`src/rtl/pid_ctrl_gen_if.sv`:
```
// pid_ctrl_gen_if: error/control inputs and drive/status outputs
// of the e-bike assist PID controller.
interface pid_ctrl_gen_if #(
  parameter int ERR_W = 13,
  parameter int OUT_W = 12
);
  logic signed [ERR_W-1:0] error;
  logic                    not_pedaling;
  logic                    slew_en;
  logic [OUT_W-1:0]        drv_mag;
  logic                    dec_tick;
  logic                    sat_flag;

  modport master (
    output error, not_pedaling, slew_en,
    input  drv_mag, dec_tick, sat_flag
  );

  modport slave (
    input  error, not_pedaling, slew_en,
    output drv_mag, dec_tick, sat_flag
  );
endinterface

```
`src/rtl/pid_ctrl_gen.sv`:
```
// pid_ctrl_gen: parametrised assist PID with decimated I/D terms,
// clamped sum, rise slew limiter and saturation status.
module pid_ctrl_gen #(
  parameter int ERR_W     = 13,
  parameter int OUT_W     = 12,
  parameter int INT_W     = 18,
  parameter int I_SHIFT   = 5,
  parameter int D_SAT_W   = 9,
  parameter int D_SHIFT   = 1,
  parameter int D_DEPTH   = 3,
  parameter int DEC_W     = 20,
  parameter bit FAST_SIM  = 1'b0,
  parameter int SLEW_STEP = 16
) (
  input logic         clk,
  input logic         rst_n,
  pid_ctrl_gen_if.slave io
);
  localparam int N  = FAST_SIM ? 15 : DEC_W;
  localparam int SW = OUT_W + 2;
  localparam int DW = D_SAT_W + D_SHIFT;

  localparam logic signed [ERR_W-1:0] DMAX =
    ERR_W'((1 << (D_SAT_W-1)) - 1);
  localparam logic signed [ERR_W-1:0] DMIN = ~DMAX;

  logic [N-1:0]            cnt;
  logic                    tick;
  logic signed [INT_W-1:0] integ;
  logic signed [INT_W-1:0] isum;
  logic [OUT_W-1:0]        i_term;
  logic signed [ERR_W-1:0] hist [D_DEPTH];
  logic signed [ERR_W-1:0] diff;
  logic signed [D_SAT_W-1:0] dsat;
  logic signed [DW-1:0]    d_term;
  logic [SW-1:0]           psum;
  logic                    over;
  logic [OUT_W-1:0]        target;
  logic [OUT_W:0]          stepw;
  logic [OUT_W-1:0]        drv_nxt;
  logic [OUT_W-1:0]        drv_q;
  logic                    sat_q;

  assign tick        = &cnt;
  assign io.dec_tick = tick;
  assign io.drv_mag  = drv_q;
  assign io.sat_flag = sat_q;

  always_ff @(posedge clk or negedge rst_n) begin
    if (!rst_n) cnt <= '0;
    else        cnt <= cnt + N'(1);
  end

  assign isum = integ +
    {{(INT_W-ERR_W){io.error[ERR_W-1]}}, io.error};

  // pin high on positive overflow, floor at zero otherwise
  always_ff @(posedge clk or negedge rst_n) begin
    if (!rst_n) begin
      integ <= '0;
    end else if (io.not_pedaling) begin
      integ <= '0;
    end else if (tick) begin
      if (integ[INT_W-2] && isum[INT_W-1])
        integ <= {1'b0, {(INT_W-1){1'b1}}};
      else if (isum[INT_W-1])
        integ <= '0;
      else
        integ <= isum;
    end
  end

  assign i_term = integ[INT_W-2:I_SHIFT];

  always_ff @(posedge clk or negedge rst_n) begin
    if (!rst_n) begin
      for (int i = 0; i < D_DEPTH; i++) hist[i] <= '0;
    end else if (tick) begin
      hist[0] <= io.error;
      for (int i = 1; i < D_DEPTH; i++) hist[i] <= hist[i-1];
    end
  end

  assign diff = io.error - hist[D_DEPTH-1];

  always_comb begin
    dsat = diff[D_SAT_W-1:0];
    if (diff > DMAX)      dsat = DMAX[D_SAT_W-1:0];
    else if (diff < DMIN) dsat = DMIN[D_SAT_W-1:0];
  end

  assign d_term = DW'(dsat) <<< D_SHIFT;

  assign psum = {{(SW-DW){d_term[DW-1]}}, d_term}
              + {{(SW-ERR_W){io.error[ERR_W-1]}}, io.error}
              + {{(SW-OUT_W){1'b0}}, i_term};

  assign over = !psum[SW-1] && psum[OUT_W];

  always_comb begin
    target = psum[OUT_W-1:0];
    if (io.not_pedaling || psum[SW-1]) target = '0;
    else if (over)                     target = '1;
  end

  // rises are rate-limited, falls take effect at once
  assign stepw = {1'b0, drv_q} + (OUT_W+1)'(SLEW_STEP);

  always_comb begin
    drv_nxt = target;
    if (io.slew_en && (target > drv_q) &&
        (stepw < {1'b0, target}))
      drv_nxt = stepw[OUT_W-1:0];
  end

  always_ff @(posedge clk or negedge rst_n) begin
    if (!rst_n) begin
      drv_q <= '0;
      sat_q <= 1'b0;
    end else begin
      drv_q <= drv_nxt;
      sat_q <= over && !io.not_pedaling;
    end
  end
endmodule

```
`src/flat_wrapper.sv`:
```
// flat-port wrapper written by rule: the top's interface ports become plain ports
module pid_ctrl_gen_flat 
#(
  parameter int ERR_W     = 13,
  parameter int OUT_W     = 12,
  parameter int INT_W     = 18,
  parameter int I_SHIFT   = 5,
  parameter int D_SAT_W   = 9,
  parameter int D_SHIFT   = 1,
  parameter int D_DEPTH   = 3,
  parameter int DEC_W     = 20,
  parameter bit FAST_SIM  = 1'b0,
  parameter int SLEW_STEP = 16
)
  (clk, rst_n, io_error, io_not_pedaling, io_slew_en, io_drv_mag, io_dec_tick, io_sat_flag);
  pid_ctrl_gen_if #(.ERR_W(ERR_W), .OUT_W(OUT_W)) io_i ();
  input logic clk;
  input logic rst_n;
  input wire logic [$bits(io_i.error)-1:0] io_error;
  input wire logic [$bits(io_i.not_pedaling)-1:0] io_not_pedaling;
  input wire logic [$bits(io_i.slew_en)-1:0] io_slew_en;
  output wire logic [$bits(io_i.drv_mag)-1:0] io_drv_mag;
  output wire logic [$bits(io_i.dec_tick)-1:0] io_dec_tick;
  output wire logic [$bits(io_i.sat_flag)-1:0] io_sat_flag;
  assign io_i.error = io_error;
  assign io_i.not_pedaling = io_not_pedaling;
  assign io_i.slew_en = io_slew_en;
  assign io_drv_mag = io_i.drv_mag;
  assign io_dec_tick = io_i.dec_tick;
  assign io_sat_flag = io_i.sat_flag;
  pid_ctrl_gen #(.ERR_W(ERR_W), .OUT_W(OUT_W), .INT_W(INT_W), .I_SHIFT(I_SHIFT), .D_SAT_W(D_SAT_W), .D_SHIFT(D_SHIFT), .D_DEPTH(D_DEPTH), .DEC_W(DEC_W), .FAST_SIM(FAST_SIM), .SLEW_STEP(SLEW_STEP)) u_core (.clk(clk), .rst_n(rst_n), .io(io_i));
endmodule
```
`config.mk`:
```
export PLATFORM = sky130hd
export DESIGN_NAME = pid_ctrl_gen_flat
export DESIGN_NICKNAME = d
export VERILOG_FILES = /design/src/rtl/pid_ctrl_gen_if.sv /design/src/rtl/pid_ctrl_gen.sv /design/src/flat_wrapper.sv
export SDC_FILE = /design/constraint.sdc
export NUM_CORES = 1
export LEC_CHECK = 0
export ABC_CLOCK_PERIOD_IN_PS = 7800
export BUFFER_PORTS_ARGS = -buffer_cell sky130_fd_sc_hd__buf_4
export CAP_MARGIN = 20
export CORE_MARGIN = 1.5
export CORE_UTILIZATION = 45
export CTS_CLUSTER_DIAMETER = 200
export DETAILED_ROUTE_END_ITERATION = 6
export PLACE_DENSITY_LB_ADDON = 0.15
export SETUP_SLACK_MARGIN = 0.5
export SLEW_MARGIN = 20
export SYNTH_ARGS = -nofsm -noshare
export SYNTH_HDL_FRONTEND = slang
export SYNTH_SLANG_ARGS = --single-unit
```
`constraint.sdc`:
```
create_clock -name clk -period 7.8 [get_ports clk]
set_input_delay 0.39 -clock clk [delete_from_list [all_inputs] [get_ports clk]]
set_output_delay 0.39 -clock clk [all_outputs]
set_load 0.005 [all_outputs]
```
### Yosys cells after proc, flatten, opt, wreduce, memory -nomap -nowiden

Cells that the tools add are included.

* flip-flop bits (word level): 90
* bits of input ports: 17
* output and inout port bits: 14
* word-level logic and storage cells: 36

* add/sub/neg operators: 6
* $lt $le $gt $ge: 4
* multiplexer cells: 9
* reductions and logical operators: 10

Operators by type and width (count)
* 18-bit 2-to-1 mux: 3
* 12-bit 2-to-1 mux: 3
* 20-bit by 1-bit adder with 20-bit output (second input constant): 1
* 20-bit AND reduction: 1
* 18-bit adder: 1
* 9-bit 2-to-1 mux: 2
* 17-bit 2-to-1 mux: 1
* 10-bit by 13-bit adder with 14-bit output: 1
* 14-bit by 12-bit adder with 14-bit output: 1
* 12-bit by 5-bit adder with 13-bit output (second input constant): 1
* 13-bit by 9-bit greater-than comparator with 1-bit output (second input constant): 1
* 13-bit by 12-bit < comparator with 1-bit output: 1
* 13-bit by 9-bit < comparator with 1-bit output (second input constant): 1
* 13-bit subtractor: 1
* 12-bit greater-than comparator: 1
* 1-bit logical AND: 5
* 1-bit logical NOT: 2
* 2-bit nonzero test: 1
* 1-bit logical OR: 1

### Logic depth before layout (Yosys ltp)

Gate-level depths: netlist of the first run.

* word-level depth: 14
* depth in mapped cells: 30
* depth with buffers taken out: 29

### Least setup slack after synthesis of the first run

No wires, ideal clock.

* kind: input-to-reg
* start: in io_error[0]
* end: reg u_core.drv_q[1], in the netlist u_core.io.drv_mag[1]
* setup time: 0.125 ns
* data arrival time: 6.750 ns
* required time: 7.675 ns
* path slack: 0.925 ns
* stages on the path: 28
* buffers on the path: 2
* path through: inv_1 > ha_1 > fa_1 > nor2b_1 > o31a_1 > o21ai_1 > o21ai_0 > nor2b_1 > o41a_4 > o21a_1 > fa_1 > ha_1 > inv_1 > fa_1 > nor2b_1 > o2111ai_1 > a31oi_1 > a221o_1 > xor2_1 > buf_2 > o211ai_1 > ha_1 > nand4b_1 > nor4_1 > a311oi_1 > nand4_1 > buf_1 > mux2_2

* word-level cells in the longest chain between the ends: 14
* elaborated cells on any way between the ends: 17
* classes of those cells: add/sub (3); order compare (4); mux (5); reduce/logical (5)

Ends and longest elaborated chain
* start, declared: RTL line flat_wrapper.sv:19 `input wire logic [$bits(io_i.error)-1:0] io_error;`
* 13-bit subtractor: RTL line pid_ctrl_gen.sv:84 `assign diff = io.error - hist[D_DEPTH-1];`
* 13-bit by 9-bit < comparator with 1-bit output: RTL line pid_ctrl_gen.sv:89 `else if (diff < DMIN) dsat = DMIN[D_SAT_W-1:0];`
* 9-bit 2-to-1 mux: RTL line pid_ctrl_gen.sv:89
* 9-bit 2-to-1 mux: RTL line pid_ctrl_gen.sv:88 `if (diff > DMAX) dsat = DMAX[D_SAT_W-1:0];`
* 10-bit by 13-bit adder with 14-bit output *: RTL line pid_ctrl_gen.sv:95 `+ {{(SW-ERR_W){io.error[ERR_W-1]}}, io.error}`
* 14-bit by 12-bit adder with 14-bit output *: RTL line pid_ctrl_gen.sv:96 `+ {{(SW-OUT_W){1'b0}}, i_term};`
* 1-bit logical NOT: RTL line pid_ctrl_gen.sv:98 `assign over = !psum[SW-1] && psum[OUT_W];`
* 1-bit logical AND: RTL line pid_ctrl_gen.sv:98
* 12-bit 2-to-1 mux: RTL line pid_ctrl_gen.sv:103 `else if (over) target = '1;`
* 12-bit 2-to-1 mux *: RTL line pid_ctrl_gen.sv:102 `if (io.not_pedaling || psum[SW-1]) target = '0;`
* 12-bit greater-than comparator: RTL line pid_ctrl_gen.sv:111 `if (io.slew_en && (target > drv_q) &&`
* 1-bit logical AND (2 in a row): RTL line pid_ctrl_gen.sv:111
* 12-bit 2-to-1 mux *: RTL line pid_ctrl_gen.sv:111
* end signal, assigned: RTL line pid_ctrl_gen.sv:121 `drv_q <= drv_nxt;`
* end, declared: RTL line pid_ctrl_gen.sv:41 `logic [OUT_W-1:0] drv_q;`

Every way passes the cells marked *; elsewhere a longest branch is shown, timed or not.
A chain may end at the register's enable or synchronous reset.

### Worst setup path in the final report of the first run

* start: reg u_core.hist[1] in the netlist's numbering
* end: reg u_core.drv_q[2], in the netlist u_core.io.drv_mag[2]

* word-level cells in the longest chain between the ends: 14
* elaborated cells on any way between the ends: 17
* classes of those cells: add/sub (3); order compare (4); mux (5); reduce/logical (5)

Ends and longest elaborated chain
* start, declared: RTL line pid_ctrl_gen.sv:32 `logic signed [ERR_W-1:0] hist [D_DEPTH];`
* 13-bit subtractor *: RTL line pid_ctrl_gen.sv:84
* 13-bit by 9-bit < comparator with 1-bit output: RTL line pid_ctrl_gen.sv:89
* 9-bit 2-to-1 mux: RTL line pid_ctrl_gen.sv:89
* 9-bit 2-to-1 mux *: RTL line pid_ctrl_gen.sv:88
* 10-bit by 13-bit adder with 14-bit output *: RTL line pid_ctrl_gen.sv:95
* 14-bit by 12-bit adder with 14-bit output *: RTL line pid_ctrl_gen.sv:96
* 1-bit logical NOT: RTL line pid_ctrl_gen.sv:98
* 1-bit logical AND: RTL line pid_ctrl_gen.sv:98
* 12-bit 2-to-1 mux: RTL line pid_ctrl_gen.sv:103
* 12-bit 2-to-1 mux *: RTL line pid_ctrl_gen.sv:102
* 12-bit greater-than comparator: RTL line pid_ctrl_gen.sv:111
* 1-bit logical AND (2 in a row): RTL line pid_ctrl_gen.sv:111
* 12-bit 2-to-1 mux *: RTL line pid_ctrl_gen.sv:111

Marked as above.

==> results_dict.tcl, run 1 <==
set metrics [dict create \
    fin_skew_ns 0.0122 \
    fin_crit_sh_pct 88.0 \
    diodes 0 \
    synth_edf_count 0 \
    wl_per_cell_um 16.2 \
    grt_max_degree 65 \
    max_slew_margin_pct 32.3 \
    grt_antenna_before_repair 0 \
    initial_core_util_pct 46.5 \
    layout_min_cycle_time_ns 6.86 \
    gr-total-overflow 0 \
    ys_types 60 \
    hold_path_class "in2reg" \
    grt_usage_pct 21.5 \
    cts_root_buffer "clkbuf_16" \
    vias 5537 \
    vdd_drop_max_mv 0.103 \
    cp.required_ns 8.05 \
    avgSynthCellArea_um2 8.83 \
    routed_via_density 5.57 \
    coreArea_mm2 0.0147 \
    numPortBuffers 30 \
    cts-htree-levels 3 \
    synthArstFlopShare_pct 100 \
    cts_tree "done" \
    end_kind "flop" \
    seq_area_frac_synth_pct 32.6 \
    cts_num_sinks 89 \
    synth_warnings 0 \
    drtIter0Drc 326 \
    setup_viol 0 \
    fillers 1403 \
    hold_viol_final 0 \
    cts-buffers-inserted 9 \
    fin_nets 905 \
    path_class "reg2reg" \
    fin_setup_tns_ns 0 \
    finalWirelength_um 16100 \
    synth-seq-cells 89 \
    ios 31 \
    status "completed" \
    drt-pass1-iter-count 6 \
    die_w_um 126 \
    die_h_um 126 \
    critPathMaxFanout 11 \
    rows 44 \
    max_freq_ghz 0.146 \
    grt_pass1_vias 5533 \
    gp_congestion 0.916 \
    clockBufferDepth 2 \
    ant_nets 0 \
    rsz0062_at_grt "no" \
    pwr_density_cell_mw_per_mm2 217 \
    post_dp_cell_area_mm2 0.00725 \
    drc 0 \
    p_leak_nw 3.91 \
    place.detailed.hpwl_um 12200 \
    dieArea_mm2 0.0159 \
    area_delta_synth_final_pct 12.3 \
    cap_violations 0 \
    cts.clk_slew.worst_paths_ns 0.07 \
    synth_ff_type "dfrtp_1" \
    stdcell_area_mm2 0.00768 \
    drv_slew 0 \
    grt_pass1_wl_um 27300 \
    worst_pin_slew_ns 1.01 \
    critPathLaunchType "flop" \
    crit_arrival_ns 7.11 \
    clock_latency_ns 0.36 \
    syn_inst 774 \
    layout-drive-gt1-share_pct 9.75 \
    syn-cell-area_mm2 0.00684 \
    syn-num-nets 874 \
]
==> final timing paths <==
check	start	end	slack, ns	depth (start not counted)
worst min-delay path	io_not_pedaling	u_core.integ[16]	0.28	2
min in group asynchronous	rst_n	u_core.io.sat_flag	0.50	2
worst max register to register	u_core.hist[1]	u_core.io.drv_mag[2]	0.94	25
worst max-delay path	u_core.hist[1]	u_core.io.drv_mag[2]	0.94	25
max in group asynchronous	rst_n	u_core.cnt[16]	6.16	3
worst min register to register	u_core.hist[29]	u_core.hist[16]	0.46	2
==> synthesized netlist by cell type (all sizes together) (4+ instances only) <==
cell	instances	area share [%]
a2111oi	4	0.60
a211oi	7	0.77
a21o	19	2.1
a21oi	40	2.9
a221oi	8	1.0
and3	8	0.73
and4	4	0.51
buf	10	0.68
clkbuf	11	0.60
dfrtp	89	33
fa	14	4.1
ha	69	13
inv	99	5.4
mux2	6	0.99
mux2i	17	2.5
nand2	100	5.5
nand3	21	1.5
nand4	9	0.82
nor2	27	1.5
nor2b	9	0.82
nor3	14	1.0
nor4	4	0.37
o2111ai	4	0.51
o211a	7	1.0
o211ai	8	0.88
o21a	10	1.1
o21ai	61	4.5
xnor2	42	5.4
xor2	11	1.4
==> flip-flops by register name (all words and copies together), names as in the netlist <==
register	flops
u_core.io.drv_mag	12
u_core.io.sat_flag	1
u_core.integ	17
u_core.hist	39
u_core.cnt	20
==> through the flow <==
stage	power, mW	worst slack, ns	cells	utilization [%]	hold slack (ns)
after detailed placement	1.14	0.268	973	49.3	0.348
after CTS	1.66	0.579	990	51.8	0.262
final	1.66	0.940	994	52.2	0.278
after floorplan	0.950	0.925	774	-	0.0944
after global routing	1.78	0.496	994	52.2	0.277
after global placement	1.12	0.499	973	49.3	0.341
==> where the power goes <==
group	internal, mW	switching (mW)
Combinational	0.288	0.349
Clock	0.314	0.195
Sequential	0.488	0.0299
Total	1.09	0.574
==> cells in the final DEF (no fill, tap or decap), types with 4 or more instances in the layout <==
| master | instances |
|---|---|
| buf_4 | 40 |
| xor2_1 | 11 |
| inv_1 | 98 |
| nor2b_1 | 7 |
| nand2_1 | 100 |
| a21oi_1 | 40 |
| o21ai_0 | 52 |
| o211a_1 | 7 |
| a221oi_1 | 8 |
| nor2_1 | 27 |
| xnor2_1 | 41 |
| mux2i_1 | 17 |
| and3_1 | 8 |
| nand3_1 | 21 |
| ha_1 | 69 |
| and4_1 | 4 |
| nand4_1 | 9 |
| fa_1 | 14 |
| a211oi_1 | 6 |
| o211ai_1 | 8 |
| o21ai_1 | 7 |
| clkbuf_16 | 9 |
| nor3_1 | 14 |
| mux2_2 | 6 |
| a21o_1 | 19 |
| dfrtp_1 | 89 |
| o21a_1 | 10 |
| o2111ai_1 | 4 |
==> per-layer routing <==
layer / track usage [%] / routed length [µm] / up-vias
met5: 0 / 0 / -
met4: 6.09 / 223 / 0
met3: 3.40 / 539 / 14
met2: 35.3 / 7370 / 84
met1: 29.5 / 7940 / 2678
li1: - / - / 2761
==> cells by family after synthesis <==
logic type                 Yosys count  share of synthesized area (%)
xor gates and xnor gates            53                           6.79
and+or+nand+nor                    212                           14.5
DFF                                 89                           32.6
adders and majority gates           83                           16.7
buffers and inverters              120                           6.72
muxes                               23                           3.48
AOI/OAI and AO/OA                  194                           19.2
==> cell type report <==
cell class | instances | area, µm² | area share [%]
Clock inverter | 7 | 118 | 1.53
Timing Repair Buffer | 41 | 310 | 4.04
Multi-Input combinational cell | 565 | 4200 | 54.6
Sequential cell | 89 | 2230 | 29.0
Inverter | 99 | 372 | 4.84
Tap cell | 184 | 230 | 3.00
Clock buffer | 9 | 225 | 2.93
==> worst max-delay path, cell delays in order, from the launching register on <==
cell and delay, ns:
dfrtp_1 0.37, inv_1 0.06, ha_1 0.26, nor2b_1 0.14, o31a_1 0.31, o311a_4 0.41
a2111oi_2 0.60, a41o_1 0.35, o21ai_1 0.11, fa_1 0.55, inv_1 0.06, ha_1 0.30
a211oi_1 0.34, o21ai_1 0.15, a31oi_2 0.28, o31a_1 0.24, xnor2_2 0.18, o211ai_1 0.36
inv_1 0.09, ha_1 0.30, nand4_1 0.18, nor4_2 0.34, a311oi_1 0.08, nand4_1 0.12
buf_4 0.20, mux2_2 0.35
==> repair_timing <==
item | CTS | global route
endpoints found under the hold margin | 28 | 0
resized for setup | 2 | 7
cloned | 0 | 0
pin swaps | 0 | 8
hold buffers | 1 | 0
setup buffers | 0 | 4
endpoints found under the setup margin | 5 | 12
Power figures use the tool's default switching activity.
==> run 2: changes to the inputs <==
--- a/config.mk
+++ b/config.mk
@@ -13,6 +13,7 @@
 export CTS_CLUSTER_DIAMETER = 200
 export DETAILED_ROUTE_END_ITERATION = 6
 export PLACE_DENSITY_LB_ADDON = 0.15
+export RECOVER_POWER = 100
 export SETUP_SLACK_MARGIN = 0.5
 export SLEW_MARGIN = 20
 export SYNTH_ARGS = -nofsm -noshare
==> results_dict.tcl, run 2 (synthesis gave the netlist of run 1 again) <==
set metrics [dict create \
    status "finished, violations left" \
    violations "capacitance limit, slew limit" \
    final_common_cell "nand2_1" \
    r2r_slack_ns 0.80 \
    final_cell_mix "100 x nand2_1, 99 x inv_1, 89 x dfrtp_1" \
    use_met2_pct 35.3 \
    fin_skew_ns 0.0120 \
    vias 5514 \
    hold_start "io_not_pedaling" \
    setup_viol 0 \
    top_register "u_core.hist" \
    critPathMaxFanout 12 \
    critPathLaunchType "flop" \
    cp.required_ns 8.05 \
    seqPwrFrac_pct 31.2 \
    top_usage_layer "met2" \
    dieArea_mm2 0.0159 \
    crit_arrival_ns 7.25 \
    rows 44 \
    vdd_drop_max_mv 0.103 \
    cts_tree "done" \
    cts-buffers-inserted 9 \
    use_met3_pct 3.40 \
    routed_via_density 5.55 \
    top_regs "u_core.hist x39, u_core.cnt x20, u_core.integ x17" \
    drtIter0Drc 320 \
    max_stage_delay_ns 0.56 \
    grt_pass1_wl_um 27300 \
    cts_root_buffer "clkbuf_16" \
    coreArea_mm2 0.0147 \
    rsz0062_at_grt "no" \
    area_delta_synth_final_pct 11.9 \
    cap_violations 4 \
    power_switching_mw 0.574 \
    fillers 1405 \
    numPortBuffers 30 \
    pwr_density_cell_mw_per_mm2 217 \
    rr_startpoint "u_core.hist[0]" \
    post-route-util_pct 52.1 \
    largest_reg_flops 39 \
    p_leak_nw 3.89 \
    grt_max_degree 65 \
    grt_pass1_vias 5533 \
    layout-drive-gt1-share_pct 9.01 \
    ant_nets 0 \
    grt_usage_pct 21.5 \
    swShare_pct 34.6 \
    die_w_um 126 \
    fin_setup_tns_ns 0 \
    clockPowerShare_pct 30.7 \
    cts_num_sinks 89 \
    finalWirelength_um 16100 \
    diodes 0 \
    max_freq_ghz 0.143 \
    place.detailed.hpwl_um 12200 \
    min_path_cells 2 \
    gr-total-overflow 0 \
    drv_slew 204 \
    power_frac_comb_pct 38.1 \
    wl_per_cell_um 16.2 \
    end_kind "flop" \
    drc 0 \
    power_mw 1.66 \
    initial_core_util_pct 46.5 \
    layout_min_cycle_time_ns 7.00 \
    p_int_mw 1.09 \
    hold_path_class "in2reg" \
    grt_antenna_before_repair 0 \
    drt-pass1-iter-count 4 \
    reg2reg_to "u_core.io.drv_mag[2]" \
    fin_crit_sh_pct 89.8 \
    ios 31 \
    holdPathEnd "u_core.integ[16]" \
    cp_slowest_cell "o41a_2" \
    cts-htree-levels 3 \
    cts.clk_slew.worst_paths_ns 0.07 \
    path_class "reg2reg" \
    die_h_um 126 \
    gp_congestion 0.916 \
    clock_latency_ns 0.36 \
    worst_pin_slew_ns 3.34 \
    fin_nets 905 \
    max_slew_margin_pct -123 \
    hold_viol_final 0 \
    r2r_cells 27 \
    grtUsageMet1_pct 29.5 \
    clockBufferDepth 2 \
]
[run 2: cell count changes in the layout (fill, tap and decap cells not counted), sizes merged]
cell    before  now
buf         40   23
clkbuf       9   26
[run 2: layout make-up]
cell class	instances	area, µm²	share of cell area [%]
Timing Repair Buffer	41	299	3.91
Tap cell	184	230	3.01
Clock buffer	9	225	2.94
Inverter	99	372	4.86
Clock inverter	7	118	1.54
Sequential cell	89	2230	29.1
Multi-Input combinational cell	565	4180	54.6
[run 2: layer usage]
metal,up-vias,wire [µm],share of wire (%)
met5,-,0,0
met4,0,228,1.4
met3,15,387,2.4
met2,68,7390,46
met1,2661,8070,50
li1,2770,-,-
[run 2: power groups by stage]
stage               clock (mW)  sequential [mW]  combinational, mW
finish                   0.509            0.518              0.633
global route             0.541            0.523              0.713
CTS                      0.521            0.518              0.617
detailed placement           0            0.527              0.609
global placement             0            0.525              0.594
floorplan                    0            0.522              0.428
[run 2: critical path, delay by kind of cell, from the launching register on]
kind | cells | cell delay, ns
flip-flops | 1 | 0.38
multiplexers | 1 | 0.35
AO/OA/AOI/OAI | 10 | 2.33
AND/OR/NAND/NOR | 6 | 1.13
adder cells (fa/ha/maj) | 6 | 2.11
buffers and inverters | 3 | 0.45
XOR/XNOR | 1 | 0.16
[run 2: per-stage QoR]
stage | instance area, µm² | hold slack (ns) | instances | setup WS [ns]
2_1_floorplan | 6840 | 0.0944 | 774 | 0.925
3_3_place_gp | 7250 | 0.341 | 973 | 0.499
3_5_place_dp | 7250 | 0.348 | 973 | 0.268
4_1_cts | 7610 | 0.262 | 990 | 0.579
5_1_grt | 7650 | 0.277 | 994 | 0.327
6_report | 7650 | 0.284 | 994 | 0.798
[run 2: worst max path at each step]
stage	from	end	slack, ns	cells past startpoint
2_1_floorplan	io_error[0]	u_core.io.drv_mag[1]	0.93	28
3_3_place_gp	io_error[0]	u_core.io.drv_mag[2]	0.50	29
3_5_place_dp	io_error[0]	u_core.io.drv_mag[3]	0.27	27
4_1_cts	u_core.hist[0]	u_core.io.drv_mag[3]	0.58	27
5_1_grt	u_core.hist[0]	u_core.io.drv_mag[1]	0.33	27
6_report	u_core.hist[0]	u_core.io.drv_mag[2]	0.80	27
[run 2: repair_timing]
action                                  in CTS  in global routing
buffers inserted                             0                  4
endpoints found under the hold margin       28                  0
pin swaps                                    0                  8
gates resized for setup                      2                  7
endpoints found under the setup margin       5                 12
hold buffers                                 1                  0
